[config.mk]
export PLATFORM = sky130hd
export DESIGN_NAME = imem_loader
export DESIGN_NICKNAME = d
export VERILOG_FILES = /design/src/rtl/imem_loader.sv
export SDC_FILE = /design/constraint.sdc
export NUM_CORES = 1
export LEC_CHECK = 0
export CORE_AREA = 2 2 93 95
export CTS_BUF_LIST = sky130_fd_sc_hd__clkbuf_8 sky130_fd_sc_hd__clkbuf_16
export DETAILED_ROUTE_END_ITERATION = 6
export DIE_AREA = 0 0 95 97
export DONT_BUFFER_PORTS = 1
export PLACE_DENSITY = 0.66
export SETUP_SLACK_MARGIN = 0.2
export SYNTH_ARGS = -nofsm -noshare
export SYNTH_HDL_FRONTEND = slang
export SYNTH_SLANG_ARGS = --single-unit
[constraint.sdc]
create_clock -name SYS_clk -period 6.44 [get_ports SYS_clk]
set_input_delay 0.644 -clock SYS_clk [delete_from_list [all_inputs] [get_ports SYS_clk]]
set_output_delay 0.644 -clock SYS_clk [all_outputs]
set_load 0.03 [all_outputs]
[src/rtl/imem_loader.sv]
// Byte-stream program loader driving the IMEM write port (big-endian words).
// Define IMEM_LOADER_CHECKSUM_EN to add a trailing checksum byte and LD_error.
module imem_loader #(
    parameter int ADDR_W = 8,
    parameter int CNT_W  = 9
) (
    input  logic              SYS_clk,
    input  logic              SYS_reset,
    input  logic              LD_start,
    input  logic [ADDR_W-1:0] LD_base_addr,
    input  logic [CNT_W-1:0]  LD_word_count,
    input  logic [7:0]        LD_byte_in,
    input  logic              LD_byte_valid,
    output logic              LD_byte_ready,
    output logic [31:0]       LD_imem_addr,
    output logic [31:0]       LD_imem_data,
    output logic              LD_imem_wren,
    output logic              LD_busy,
    output logic              LD_done,
    output logic [CNT_W-1:0]  LD_words_written,
    output logic              LD_error
);

    typedef enum logic [2:0] {
        S_IDLE  = 3'd0,
        S_RECV  = 3'd1,
        S_WRITE = 3'd2,
`ifdef IMEM_LOADER_CHECKSUM_EN
        S_CHECK = 3'd3,
`endif
        S_DONE  = 3'd4
    } state_t;

    state_t            state;
    logic [CNT_W-1:0]  cnt_q;
    logic [ADDR_W-1:0] addr_cnt;
    logic [1:0]        byte_idx;
    logic [23:0]       word_q;
    logic [CNT_W-1:0]  wr_next;
    logic              accept;

    assign accept  = LD_byte_valid && LD_byte_ready;
    assign wr_next = LD_words_written + CNT_W'(1);

`ifdef IMEM_LOADER_CHECKSUM_EN
    logic [7:0] sum_q;
    logic       err_q;

    always_ff @(posedge SYS_clk) begin
        if (SYS_reset) begin
            sum_q <= 8'd0;
            err_q <= 1'b0;
        end else begin
            if (state == S_IDLE && LD_start) begin
                sum_q <= 8'd0;
                err_q <= 1'b0;
            end else if (state == S_RECV && accept) begin
                sum_q <= sum_q + LD_byte_in;
            end else if (state == S_CHECK && accept) begin
                if (8'(sum_q + LD_byte_in) != 8'd0)
                    err_q <= 1'b1;
            end
        end
    end

    assign LD_error = err_q;
`else
    assign LD_error = 1'b0;
`endif

    always_ff @(posedge SYS_clk) begin
        if (SYS_reset) begin
            state            <= S_IDLE;
            cnt_q            <= '0;
            addr_cnt         <= '0;
            byte_idx         <= 2'd0;
            word_q           <= 24'd0;
            LD_byte_ready    <= 1'b0;
            LD_imem_addr     <= 32'd0;
            LD_imem_data     <= 32'd0;
            LD_imem_wren     <= 1'b0;
            LD_busy          <= 1'b0;
            LD_done          <= 1'b0;
            LD_words_written <= '0;
        end else begin
            LD_done <= 1'b0;
            unique case (state)
                S_IDLE: begin
                    if (LD_start) begin
                        cnt_q            <= LD_word_count;
                        addr_cnt         <= LD_base_addr;
                        LD_words_written <= '0;
                        byte_idx         <= 2'd0;
                        LD_busy          <= 1'b1;
                        if (LD_word_count == '0) begin
                            state <= S_DONE;
                        end else begin
                            state         <= S_RECV;
                            LD_byte_ready <= 1'b1;
                        end
                    end
                end
                S_RECV: begin
                    if (accept) begin
                        word_q   <= {word_q[15:0], LD_byte_in};
                        byte_idx <= byte_idx + 2'd1;
                        if (byte_idx == 2'd3) begin
                            LD_byte_ready <= 1'b0;
                            LD_imem_wren  <= 1'b1;
                            LD_imem_data  <= {word_q, LD_byte_in};
                            LD_imem_addr  <= {{(32-ADDR_W){1'b0}}, addr_cnt};
                            state         <= S_WRITE;
                        end
                    end
                end
                S_WRITE: begin
                    LD_imem_wren     <= 1'b0;
                    addr_cnt         <= addr_cnt + ADDR_W'(1);
                    LD_words_written <= wr_next;
                    byte_idx         <= 2'd0;
                    if (wr_next == cnt_q) begin
`ifdef IMEM_LOADER_CHECKSUM_EN
                        LD_byte_ready <= 1'b1;
                        state         <= S_CHECK;
`else
                        state         <= S_DONE;
`endif
                    end else begin
                        LD_byte_ready <= 1'b1;
                        state         <= S_RECV;
                    end
                end
`ifdef IMEM_LOADER_CHECKSUM_EN
                S_CHECK: begin
                    if (accept) begin
                        LD_byte_ready <= 1'b0;
                        state         <= S_DONE;
                    end
                end
`endif
                S_DONE: begin
                    LD_done <= 1'b1;
                    LD_busy <= 1'b0;
                    state   <= S_IDLE;
                end
                default: state <= S_IDLE;
            endcase
        end
    end

endmodule

==> impl_metrics.json <==
{
  "dp_hpwl_um": 6180,
  "gr-total-overflow": 0,
  "grt_usage_pct": 21.2,
  "cp-start-kind": "flip-flop",
  "worstMarginPinSlew_ps": 802,
  "ctsResizeCount": 0,
  "root_buffer": "clkbuf_8",
  "status": "finished clean",
  "power_frac_seq_pct": 58.6,
  "clock_sinks": 99,
  "vias": 3418,
  "synth_mux_area_share_pct": 0,
  "sw_frac_of_total_pct": 25.6,
  "maxCapViolCount": 0,
  "leakage_nw": 1.43,
  "route.detailed.drc": 0,
  "ant_nets": 0,
  "diodes": 0,
  "die_area_sq_um": 9220,
  "synthCells": 541,
  "routed.top_layer": "met4",
  "end_kind": "flip-flop",
  "power_density_nw_per_um2": 250,
  "cts_hold_buf": 0,
  "port_buffers": 0,
  "cts.clk_slew.worst_paths_ps": 100,
  "first_iter_violations": 225,
  "io_pins": 107,
  "netlist_area_sq_um": 4210,
  "rsz0062_at_grt": "false",
  "worst_clock_skew_ps": 11.9,
  "clockBufferDepth": 2,
  "hold_viol_final": 0,
  "synth_compound_area_share_pct": 16.4,
  "ys_ff_latch": 99,
  "ir_drop_mv": 0.137,
  "yosysUniqueCellTypes": 48,
  "synth-adder-area-share_pct": 0.893,
  "drtPass1Iterations": 5,
  "fill_cells": 811,
  "fp.coreArea_sq_um": 8130,
  "synth_xor_area_share_pct": 2.08,
  "synth-seq-area-share_pct": 47.1,
  "cts_max_level": 3,
  "syn_area_per_cell_sq_um": 7.77,
  "preCtsSetupSlack_ps": 3910,
  "synth_edf_count": 0,
  "crit_type": "flip-flop to flip-flop",
  "area_delta_synth_final_pct": 2.62,
  "antenna_found_initial": 0,
  "critical_path_required_ps": 6700,
  "yosysWarnings": 0,
  "cp_data_arrival_time_ps": 2800,
  "min_period_ps": 2550,
  "grt_pass1_wl_um": 15700,
  "crit_family": "compound AO/OA/AOI/OAI gates",
  "cts_setup_buffers": 0,
  "fin_tns_setup_ps": 0,
  "slew_headroom_pct": 46.5,
  "final_nets": 550,
  "grt_max_degree": 100,
  "die_w_um": 95,
  "finalInstanceArea_sq_um": 4320,
  "cpPeakStageDelay_ps": 630,
  "path_buf_inv": 0,
  "synth_top_family_by_area": "simple AND/OR/NAND/NOR gates",
  "num_rows": 33,
  "fmax_ghz": 0.393,
  "async_reset_ff_share_pct": 0,
  "dr_wl_met2_um": 3890,
  "comb_power_share_pct": 5.1,
  "drt_wl_total_um": 9240,
  "clock_latency_ps": 360,
  "p_int_mw": 0.803,
  "die_h_um": 97,
  "path_cells": "ha_1 > nand3_4 > or4_4 > a2111oi_4 > a311oi_1 > o21a_1",
  "p_sw_mw": 0.276,
  "final-setup-viol-count": 0,
  "post-route-period-util_pct": 39.5,
  "start_util_pct": 51.7,
  "gp_congestion": 0.873,
  "wl_per_cell_um": 14.7,
  "synth-main-ff-cell": "dfxtp_1",
  "first_global_vias": 3122,
  "report.final.slew_viol_count": 0,
  "hold_class": "input port to flip-flop",
  "yosys.area_share.simple_pct": 25.3,
  "met1_length_um": 4440,
  "place_area_sq_um": 4120,
  "cp_slowest_cell": "dfxtp_1",
  "clockPowerShare_pct": 36.2,
  "cts_tree": "done",
  "viasPerCell": 5.44,
  "fin_ws_ps": 3890,
  "wl_met3_um": 815,
  "cp_max_fo": 7,
  "final_layout_size_suffix_gt1_share_pct": 5.54,
  "cts_buffers": 9
}
==> final cells by class <==
| type | count | area (sq um) | share of cell area [%] |
|---|---|---|---|
| sequential | 99 | 1980 | 45.9 |
| multi-input combinational | 404 | 1980 | 45.8 |
| clock buffer | 11 | 151 | 3.51 |
| tap | 105 | 131 | 3.04 |
| clock inverter | 5 | 45.0 | 1.04 |
| timing repair buffer | 4 | 30.0 | 0.696 |
==> state kept, by name, summed over array words and instances (netlist names) <==
register / count
LD_imem_wren: 1
byte_idx: 2
LD_imem_data: 32
cnt_q: 9
addr_cnt: 8
LD_words_written: 9
word_q: 24
state: 3
LD_busy: 1
LD_imem_addr: 8
LD_byte_ready: 1
LD_done: 1
==> power by group through the flow <==
stage	combinational, mW	sequential [mW]	clock (mW)
final	0.0554	0.633	0.391
after detailed placement	0.0550	0.647	0
after global placement	0.0543	0.647	0
after CTS	0.0551	0.633	0.400
after floorplan	0.0688	0.643	0
after global routing	0.0621	0.635	0.430
==> synthesized netlist by cell type (2+ instances only) <==
master / number / share of area (%)
a211oi_1: 5 / 0.89
a21oi_1: 88 / 10
a221oi_1: 3 / 0.62
a31oi_1: 3 / 0.45
and3_1: 2 / 0.30
buf_2: 7 / 0.83
buf_4: 25 / 4.5
clkbuf_1: 28 / 2.5
clkbuf_2: 2 / 0.24
dfxtp_1: 99 / 47
ha_1: 3 / 0.89
nand2_1: 169 / 15
nand3_1: 8 / 0.95
nand3b_1: 2 / 0.36
nand4_1: 2 / 0.30
nor2_1: 30 / 2.7
nor3_1: 8 / 0.95
nor4_1: 7 / 1.0
o21ai_0: 10 / 1.2
or3_1: 4 / 0.59
xnor2_1: 9 / 1.9
==> stage by stage <==
stage	power (mW)	std cells	hold WS, ps	utilization, %
finish	1.08	628	342	53.1
global route	1.13	628	307	53.1
CTS	1.09	628	329	53.1
detailed placement	0.702	612	440	50.6
global placement	0.701	612	431	50.6
floorplan	0.712	565	432	-
==> per-layer routing <==
layer	up-vias	global-route usage (%)
li1	1721	-
met3	7	7.55
met4	0	5.24
met2	110	29.2
met5	-	0
met1	1580	31.3
==> placed cells by master, fill, tap and decap left out, types with 3 or more instances in the layout <==
cell,netlist,layout
a221oi_1,3,3
a31oi_1,3,3
ha_1,3,3
nor4_1,7,7
nor2_1,30,30
nand3_1,8,8
dfxtp_1,99,99
conb_1,1,25
clkbuf_8,0,11
o21ai_0,10,10
nor3_1,8,8
nand2_1,169,169
or3_1,4,4
buf_4,25,4
a211oi_1,5,5
a21oi_1,88,88
xnor2_1,9,9
==> final timing paths <==
path                            slack [ps]               end  cells after the start                 from
worst max-delay path                  3890     LD_byte_ready                      6  LD_words_written[0]
worst min-delay path                   340   LD_imem_addr[0]                      1            SYS_reset
worst max register to register        3890     LD_byte_ready                      6  LD_words_written[0]
worst min register to register         450  LD_imem_data[29]                      2           word_q[21]
==> cell families after synthesis <==
kind of cell / after synthesis
simple gates: 245
other cells: 1
buf+inv: 62
fa+ha+maj: 3
xor+xnor: 10
compound gates: 121
flops: 99
Note: power is estimated with default switching activity, not from simulation.
